**config.mk**
```make
export PLATFORM = sky130hd
export DESIGN_NAME = estagio_busca
export DESIGN_NICKNAME = d
export VERILOG_FILES = /design/src/rtl/estagio_busca_pkg.sv /design/src/rtl/estagio_busca_registrador_ifid.sv /design/src/rtl/estagio_busca.sv
export SDC_FILE = /design/constraint.sdc
export NUM_CORES = 1
export LEC_CHECK = 0
export BUFFER_PORTS_ARGS = -buffer_cell sky130_fd_sc_hd__buf_2
export CORE_MARGIN = 5
export CORE_UTILIZATION = 40
export CTS_BUF_LIST = sky130_fd_sc_hd__clkbuf_4
export CTS_CLUSTER_SIZE = 40
export DETAILED_ROUTE_END_ITERATION = 6
export PLACE_DENSITY_LB_ADDON = 0.15
export SYNTH_ARGS = -nofsm -noshare
export SYNTH_HDL_FRONTEND = slang
export SYNTH_SLANG_ARGS = --single-unit
export TNS_END_PERCENT = 100
```
**constraint.sdc**
```tcl
create_clock -name clock -period 5.5 [get_ports clock]
set_clock_uncertainty 0.2 [all_clocks]
set_input_delay 0.275 -clock clock [delete_from_list [all_inputs] [get_ports clock]]
set_output_delay 0.275 -clock clock [all_outputs]
set_load 0.02 [all_outputs]
```
**src/rtl/estagio_busca_pkg.sv**
```systemverilog
// Shared pipeline definitions: fetch FSM states, NOP encoding, register-field
// positions used by fetch, hazard detection and decode, and the PC step.
package estagio_busca_pkg;

    typedef enum logic [1:0] {
        S_BOOT,
        S_FETCH,
        S_DRAIN
    } estado_busca_e;

    localparam logic [31:0] NOP = 32'h0000_0000;

    localparam int unsigned RS_MSB = 25;
    localparam int unsigned RS_LSB = 21;
    localparam int unsigned RT_MSB = 20;
    localparam int unsigned RT_LSB = 16;

    localparam int unsigned PC_INC = 4;

endpackage

```
**src/rtl/estagio_busca_registrador_ifid.sv**
```systemverilog
// IF/ID pipeline register: bubble has priority over load; otherwise contents hold.
module registrador_ifid
    import estagio_busca_pkg::*;
#(
    parameter int unsigned WIDTH = 32
) (
    input  logic             clock,
    input  logic             reset,
    input  logic             load_i,
    input  logic             bubble_i,
    input  logic [WIDTH-1:0] instr_i,
    input  logic [WIDTH-1:0] pc4_i,
    output logic [WIDTH-1:0] instr_o,
    output logic [WIDTH-1:0] pc4_o,
    output logic             valid_o
);

    logic [WIDTH-1:0] instr_q;
    logic [WIDTH-1:0] pc4_q;
    logic             valid_q;

    always_ff @(posedge clock or posedge reset) begin
        if (reset) begin
            instr_q <= WIDTH'(NOP);
            pc4_q   <= '0;
            valid_q <= 1'b0;
        end else if (bubble_i) begin
            instr_q <= WIDTH'(NOP);
            pc4_q   <= '0;
            valid_q <= 1'b0;
        end else if (load_i) begin
            instr_q <= instr_i;
            pc4_q   <= pc4_i;
            valid_q <= 1'b1;
        end
    end

    assign instr_o = instr_q;
    assign pc4_o   = pc4_q;
    assign valid_o = valid_q;

endmodule

```
**src/rtl/estagio_busca.sv**
```systemverilog
// Instruction-fetch stage: PC, fetch FSM with redirect-while-outstanding handling,
// hazard stall counter, and the IF/ID register.
module estagio_busca
    import estagio_busca_pkg::*;
#(
    parameter int unsigned           WIDTH       = 32,
    parameter logic [WIDTH-1:0]      RESET_PC    = '0,
    parameter int unsigned           STALL_CNT_W = 16
) (
    input  logic                   clock,
    input  logic                   reset,
    input  logic                   PCWrite,
    input  logic                   IFIDWrite,
    input  logic                   redirect,
    input  logic [WIDTH-1:0]       redirect_pc,
    output logic                   imem_req,
    output logic [WIDTH-1:0]       imem_addr,
    input  logic [WIDTH-1:0]       imem_rdata,
    input  logic                   imem_ready,
    output logic [WIDTH-1:0]       IFID_instr,
    output logic [WIDTH-1:0]       IFID_pc4,
    output logic                   IFID_valid,
    output logic [4:0]             IFIDrs,
    output logic [4:0]             IFIDrt,
    output logic [STALL_CNT_W-1:0] stall_count
);

    estado_busca_e          state_q, state_d;
    logic [WIDTH-1:0]       pc_q, pc_d;
    logic [WIDTH-1:0]       pend_pc_q, pend_pc_d;
    logic [STALL_CNT_W-1:0] stall_q, stall_d;
    logic                   ifid_load, ifid_bubble;
    logic [WIDTH-1:0]       pc_inc;
    logic [WIDTH-1:0]       target;

    assign pc_inc = pc_q + WIDTH'(PC_INC);
    // Targets are word aligned; low two bits of the request are dropped.
    assign target = redirect_pc & ~WIDTH'(3);

    always_comb begin
        state_d     = state_q;
        pc_d        = pc_q;
        pend_pc_d   = pend_pc_q;
        stall_d     = stall_q;
        ifid_load   = 1'b0;
        ifid_bubble = 1'b0;
        unique case (state_q)
            S_BOOT: state_d = S_FETCH;
            S_FETCH: begin
                if (!PCWrite && !redirect && stall_q != '1) begin
                    stall_d = stall_q + STALL_CNT_W'(1);
                end
                if (redirect && imem_ready) begin
                    pc_d        = target;
                    ifid_bubble = 1'b1;
                end else if (redirect) begin
                    pend_pc_d   = target;
                    ifid_bubble = 1'b1;
                    state_d     = S_DRAIN;
                end else if (imem_ready) begin
                    if (PCWrite) pc_d = pc_inc;
                    ifid_load = IFIDWrite;
                end else begin
                    ifid_bubble = IFIDWrite;
                end
            end
            S_DRAIN: begin
                if (redirect) pend_pc_d = target;
                if (imem_ready) begin
                    pc_d    = redirect ? target : pend_pc_q;
                    state_d = S_FETCH;
                end
            end
            default: state_d = S_BOOT;
        endcase
    end

    always_ff @(posedge clock or posedge reset) begin
        if (reset) begin
            state_q   <= S_BOOT;
            pc_q      <= RESET_PC;
            pend_pc_q <= '0;
            stall_q   <= '0;
        end else begin
            state_q   <= state_d;
            pc_q      <= pc_d;
            pend_pc_q <= pend_pc_d;
            stall_q   <= stall_d;
        end
    end

    registrador_ifid #(
        .WIDTH (WIDTH)
    ) u_ifid (
        .clock    (clock),
        .reset    (reset),
        .load_i   (ifid_load),
        .bubble_i (ifid_bubble),
        .instr_i  (imem_rdata),
        .pc4_i    (pc_inc),
        .instr_o  (IFID_instr),
        .pc4_o    (IFID_pc4),
        .valid_o  (IFID_valid)
    );

    assign imem_req    = (state_q != S_BOOT);
    assign imem_addr   = pc_q;
    assign IFIDrs      = IFID_instr[RS_MSB:RS_LSB];
    assign IFIDrt      = IFID_instr[RT_MSB:RT_LSB];
    assign stall_count = stall_q;

endmodule
```
# Word-level counts from Yosys, hierarchy flattened
# Cells that the tools add are included.
# totals
regBits	147
input_bits	70
out_inout_bits	124
elab_cells	58
# classes
n_addsub	2
n_eq_ne	9
n_mux	27
reduce_logical	13
# op_table
cell	count
$mux 32	11
$pmux 32 s2	2
$add 32x3->32 const B	1
$add 16x1->16 const B	1
$ne 16x16->1 const B	1
$mux 1	10
$ne 3x3->1 const B	3
$mux 2	3
$ne 2x2->1 const B	3
$pmux 2 s3	1
$reduce_bool 2->1	3
$reduce_and 5->1	1
$reduce_and 2->1	2
$logic_and 1x1->1	3
$reduce_and 3->1	1
$eq 2x1->1 const B	1
$eq 2x2->1 const B	1
$logic_not 1->1	2
$logic_not 2->1	1

# Logic depth before layout (Yosys ltp)
# logic_depth
word_depth	6
ltp_mapped	10
mapped_depth_nobuf	7

# Cells and area by module
# From an unflattened synthesis, not the netlist that was laid out.
# unflattened
cells_unflattened	750
area_unflattened_um2	7931.4
# modules_own_cells
module	n_inst	cells_per_inst	area_each_um2	seq_area_each_um2
estagio_busca	1	540	5291.3	2052.0
registrador_ifid	1	210	2640.0	1626.6

# Worst setup path before layout
# OpenSTA, ideal clock, no wires.
# synth_path
path_type	register to register
startpoint	register state_q[1]
endpoint	register pc_q[17] (netlist: imem_addr[17])
setup_ns	0.099
arrival_ns	1.753
required_ns	5.201
slack_ns	3.447
stages_incl_launch_ff	10
n_path_buf	3
synth_period_minus_slack_ns	2.053
cell_sequence	dfrtp_1 > inv_1 > ha_1 > buf_4 > nor3b_4 > o22ai_2 > and2_1 > buf_6 > buf_4 > a311oi_1
# synth_via
elab_chain_cells	3
word_cells_on_any_way	9
cone_classes	eq/ne (6); mux (1); reduce/logical (2)
# synth_lines
element	line	source
start, declared	estagio_busca.sv:28	estado_busca_e state_q, state_d;
start signal, assigned	estagio_busca.sv:85	state_q <= state_d;
$eq 2x1->1 / $eq 2x2->1 (equally long branches)	estagio_busca.sv:47	unique case (state_q)
$ne 3x3->1 (no source line) (tied with other cells)	--	
$reduce_and 5->1 (no source line)	--	
end signal, assigned	estagio_busca.sv:86	pc_q <= pc_d;
end, declared	estagio_busca.sv:29	logic [WIDTH-1:0] pc_q, pc_d;
# Several ways; a longest one is shown, not always the timed one.
# A chain may end at the register's enable or synchronous reset.

# Worst setup path after layout
# layout_path
startpoint	register state_q[1]
endpoint	register pend_pc_q[8]
# layout_via
elab_chain_cells	3
word_cells_on_any_way	6
cone_classes	eq/ne (3); mux (1); reduce/logical (2)
# layout_lines
element	line	source
$eq 2x1->1 / $eq 2x2->1 (equally long branches)	estagio_busca.sv:47	
$ne 2x2->1 (no source line) / $reduce_bool 2->1 (equally long branches)	--	
$reduce_and 2->1 (no source line)	--	
end signal, assigned	estagio_busca.sv:87	pend_pc_q <= pend_pc_d;
end, declared	estagio_busca.sv:30	logic [WIDTH-1:0] pend_pc_q, pend_pc_d;
# Several ways; a longest one is shown, not always the timed one.

==> reports/metrics.cfg <==
[clock_network]
cts_made_buffers=17
worstSkewPairLatency_ns=0.54
clk_root_buffer_cell=sky130_fd_sc_hd__clkbuf_4
clkSlewWorstSetupHoldPaths_ns=0.12
post_cts.resized_instances=0
clock_tree.htree_level_count=4
cts.path.max_buffers=2
post_cts_setup_buffers=0
cts_sinks=147
cts.hold.buffers_added=65
cts_tree=built

[routing]
detail_route.drc_violations=0
routed_wirelength_um=21400
final_antenna_net_count=0
post_drt_wl_per_cell_um=18.5
detail_route.first_pass.iterations=5
routed-via-count=6290
detail_route.iter0.violations=360
post_drt_via_cell_ratio=5.45

[synthesis]
synthArstFlopShare_pct=100
count_of_mapped_cells_out_of_synthesis=683
synth.avg_cell_area_um2=10.8
netlist_area_um2=7350
ys.warnings.count=0
sequential_fraction_of_the_synthesis_area_pct=50.1
synth.net_count=758
synth_flop_cell=sky130_fd_sc_hd__dfrtp_1
postSynthRegisterBits=147
synth_edf_count=0
distinct_cell_type_count_of_the_synthesized_netlist=60

[finish]
layout.nets=987
share_of_post_route_cells_with_drive_strength_above_1_pct=31.2
final_cells=1154
final.fill_count=1632
final_area_um2=9330
syn2layout_area_growth_pct=27.0

[power_and_ir_drop]
switching_share_pct=43.5
total_switching_power_uw=2070
power_leakage_uw=0.00451
clock_power_share_pct=15.6
p_int_uw=2680
power-per-cell-area_nw_per_um2=509
power.share.sequential_pct=37.9
p_comb_share_pct=46.4
irDropWorstVdd_mv=0.239

[global_route]
grt_first_pass_wirelength_um=35300
first_global_vias=6420
grt_max_degree=101
gr-total-overflow=0
initial_antenna_violation_count=1
overall_global_routing_usage_pct=20.4

[worst_hold_path]
min-delay-path-class=input port to flip-flop

[timing]
finalWorstSetupSlack_ns=2.67
timing_worst_slew_pin_value_ns=1.29
final_max_slew_viol_count=0
timing.slew.headroom_pct=13.8
timing.final.crit_share_pct=51.5
finalSetupViolations=0
rsz0062_at_grt=false
timing.final.crit_period_ns=2.83
totalNegativeSetupSlack_ns=0
max_clock_freq_ghz=0.353
hold_viol=0
finalHoldWorstSlack_ns=0.108

[placement]
io_buffer_count=191
place_worst_setup_slack_ns=2.53
place.detailed.instances=1057
placed_cell_area_um2=8380
gp_congestion=0.800
hpwl_um=13900

[critical_path]
worst_r2r_dst=pend_pc_q[8]
worstSetupPathDepth=5
critical_path_arrival_ns=3.06
timing.critical_path.to_type=flip-flop
crit_path_start=state_q[1]
startpoint_type=flip-flop
timing.critical_path.cells=inv_1, ha_1, nand2_1, a21oi_4, mux2_2
crit_required_ns=5.73
critPathBufInv=1
critical_path.max_stage_delay_ns=0.99
criticalPathCategory=flip-flop to flip-flop
reg2regPathDepth=5
crit_slowest_cell=sky130_fd_sc_hd__a21oi_4
critical-path-top-delay-family=compound AO/OA/AOI/OAI gates
r2r_slack_ns=2.67
timing.critical_path.to=pend_pc_q[8]
timing.rr.start=state_q[1]
crit_fanout=32

[floorplan]
start_util_pct=40.8
core-area_um2=18000
die_area_um2=21200
die_h_um=146
die_w_um=146
pin_count=194
placementRows=49

[outcome]
outcome=finished, final reports clean

[run]
maxCapViolations=0

## metrics by stage
stage	total power (uW)	utilization (%)
finish	4750	51.8
global route	5080	51.8
CTS	4810	51.8
detailed placement	4010	46.5
global placement	3940	46.5
floorplan	3320	-
## worst register-to-register path, stage by stage, from the launching register on
cell,delay (ns)
sky130_fd_sc_hd__dfrtp_1,0.43
sky130_fd_sc_hd__inv_1,0.08
sky130_fd_sc_hd__ha_1,0.44
sky130_fd_sc_hd__nand2_1,0.14
sky130_fd_sc_hd__a21oi_4,0.99
sky130_fd_sc_hd__mux2_2,0.44
## sequential cells by signal (all words and copies together), names as in the netlist
signal,cells
u_ifid.valid_o,1
pend_pc_q,32
u_ifid.pc4_o,32
u_ifid.instr_o,32
state_q,2
stall_count,16
imem_addr,32
## Yosys cell counts (2+ instances only)
master | n | area, um^2
sky130_fd_sc_hd__nor3b_1 | 2 | 15.0
sky130_fd_sc_hd__ha_1 | 5 | 62.6
sky130_fd_sc_hd__nand3_1 | 21 | 105
sky130_fd_sc_hd__a221oi_1 | 4 | 35.0
sky130_fd_sc_hd__xnor2_1 | 20 | 175
sky130_fd_sc_hd__dfrtp_1 | 147 | 3680
sky130_fd_sc_hd__a2bb2oi_1 | 7 | 61.3
sky130_fd_sc_hd__inv_1 | 11 | 41.3
sky130_fd_sc_hd__nor2b_1 | 6 | 37.5
sky130_fd_sc_hd__nor4_4 | 5 | 106
sky130_fd_sc_hd__o2bb2ai_1 | 2 | 17.5
sky130_fd_sc_hd__and3_1 | 10 | 62.6
sky130_fd_sc_hd__o21ai_1 | 6 | 30.0
sky130_fd_sc_hd__a21oi_1 | 15 | 75.1
sky130_fd_sc_hd__a32o_1 | 2 | 20.0
sky130_fd_sc_hd__and4_1 | 6 | 52.6
sky130_fd_sc_hd__a21boi_0 | 5 | 37.5
sky130_fd_sc_hd__mux2i_1 | 20 | 200
sky130_fd_sc_hd__buf_4 | 20 | 150
sky130_fd_sc_hd__o211ai_1 | 2 | 15.0
sky130_fd_sc_hd__a22oi_1 | 3 | 22.5
sky130_fd_sc_hd__buf_2 | 16 | 80.1
sky130_fd_sc_hd__a211o_1 | 2 | 17.5
sky130_fd_sc_hd__a31oi_1 | 14 | 87.6
sky130_fd_sc_hd__clkbuf_1 | 15 | 56.3
sky130_fd_sc_hd__xor2_1 | 20 | 175
sky130_fd_sc_hd__o31a_1 | 2 | 17.5
sky130_fd_sc_hd__o22ai_1 | 2 | 12.5
sky130_fd_sc_hd__nand2_1 | 91 | 342
sky130_fd_sc_hd__o21ai_0 | 44 | 220
sky130_fd_sc_hd__nor2_1 | 24 | 90.1
sky130_fd_sc_hd__nand2b_1 | 2 | 12.5
sky130_fd_sc_hd__mux2_2 | 42 | 473
sky130_fd_sc_hd__nand4_1 | 6 | 37.5
sky130_fd_sc_hd__and2_1 | 5 | 31.3
sky130_fd_sc_hd__a22o_1 | 35 | 307
sky130_fd_sc_hd__o21a_1 | 6 | 45.0
sky130_fd_sc_hd__o221ai_1 | 8 | 70.1
sky130_fd_sc_hd__o22a_1 | 6 | 52.6
sky130_fd_sc_hd__nor3_1 | 2 | 10.0
sky130_fd_sc_hd__buf_1 | 3 | 11.3
## power by group through the flow
| stage | combinational, uW | clock, uW | sequential (uW) |
|---|---|---|---|
| 3_5_place_dp | 2190 | 0 | 1820 |
| 3_3_place_gp | 2150 | 0 | 1790 |
| 2_1_floorplan | 1270 | 0 | 2060 |
| 4_1_cts | 2240 | 775 | 1800 |
| 6_report | 2210 | 743 | 1800 |
| 5_1_grt | 2410 | 816 | 1850 |
## worst min-delay path by stage
stage / from / endpoint / slack (ns) / cells past startpoint
floorplan: imem_ready / state_q[1] / 0.18 / 1
global placement: u_ifid.valid_o / u_ifid.valid_o / 0.25 / 2
detailed placement: u_ifid.valid_o / u_ifid.valid_o / 0.26 / 2
CTS: IFIDWrite / u_ifid.valid_o / 0.04 / 4
global route: IFIDWrite / u_ifid.valid_o / 0.11 / 4
finish: IFIDWrite / u_ifid.valid_o / 0.11 / 4
## cell families (layout without fill, tap and decap cells)
| group | after synthesis | count (layout) | share of synthesized area (%) |
|---|---|---|---|
| buf+inv | 66 | 307 | 4.77 |
| fa+ha+maj | 5 | 5 | 0.851 |
| mux | 62 | 62 | 9.16 |
| xor+xnor | 40 | 40 | 4.77 |
| simple gates | 191 | 191 | 13.8 |
| flops | 147 | 147 | 50.1 |
| compound gates | 172 | 172 | 16.6 |
| other cells | 0 | 1 | 0 |
## cells in the final DEF, fill, tap and decap left out, types with 5 or more instances in the layout
cell                            netlist  final
sky130_fd_sc_hd__buf_2               16    191
sky130_fd_sc_hd__dfrtp_1            147    147
sky130_fd_sc_hd__nand2_1             91     91
sky130_fd_sc_hd__dlygate4sd3_1        0     65
sky130_fd_sc_hd__o21ai_0             44     43
sky130_fd_sc_hd__mux2_2              42     42
sky130_fd_sc_hd__a22o_1              35     35
sky130_fd_sc_hd__nor2_1              24     24
sky130_fd_sc_hd__nand3_1             21     21
sky130_fd_sc_hd__mux2i_1             20     20
sky130_fd_sc_hd__xnor2_1             20     20
sky130_fd_sc_hd__xor2_1              20     20
sky130_fd_sc_hd__clkbuf_4             0     18
sky130_fd_sc_hd__a21oi_1             15     14
sky130_fd_sc_hd__a31oi_1             14     14
sky130_fd_sc_hd__and3_1              10     10
sky130_fd_sc_hd__inv_1               11     10
sky130_fd_sc_hd__buf_4               20      9
sky130_fd_sc_hd__o221ai_1             8      8
sky130_fd_sc_hd__a2bb2oi_1            7      7
sky130_fd_sc_hd__and4_1               6      6
sky130_fd_sc_hd__nand4_1              6      6
sky130_fd_sc_hd__o21a_1               6      6
sky130_fd_sc_hd__o22a_1               6      6
sky130_fd_sc_hd__o21ai_1              6      6
sky130_fd_sc_hd__nor2b_1              6      6
sky130_fd_sc_hd__and2_1               5      5
sky130_fd_sc_hd__nor4_4               5      5
sky130_fd_sc_hd__a21boi_0             5      5
sky130_fd_sc_hd__ha_1                 5      5
sky130_fd_sc_hd__clkinv_1             0      5
## metal layers
layer,routed length [um],share of wire (%),global-route usage (%)
met5,0,0,0
met4,353,1.6,6.16
met3,1130,5.3,4.70
met2,10100,47,31.7
met1,9810,46,28.4
## area by class of cell
| class | count | area (um^2) | share of cell area, % |
|---|---|---|---|
| flip-flops and latches | 147 | 3680 | 39.4 |
| multi-input cells | 470 | 3340 | 35.8 |
| repair buffers | 265 | 1670 | 17.9 |
| well taps | 229 | 287 | 3.07 |
| clock inverters | 13 | 165 | 1.77 |
| clock buffers | 18 | 135 | 1.45 |
| inverters | 11 | 46.3 | 0.496 |
| diodes | 1 | 2.50 | 0.0268 |
Note: power is estimated with default switching activity, not from simulation.
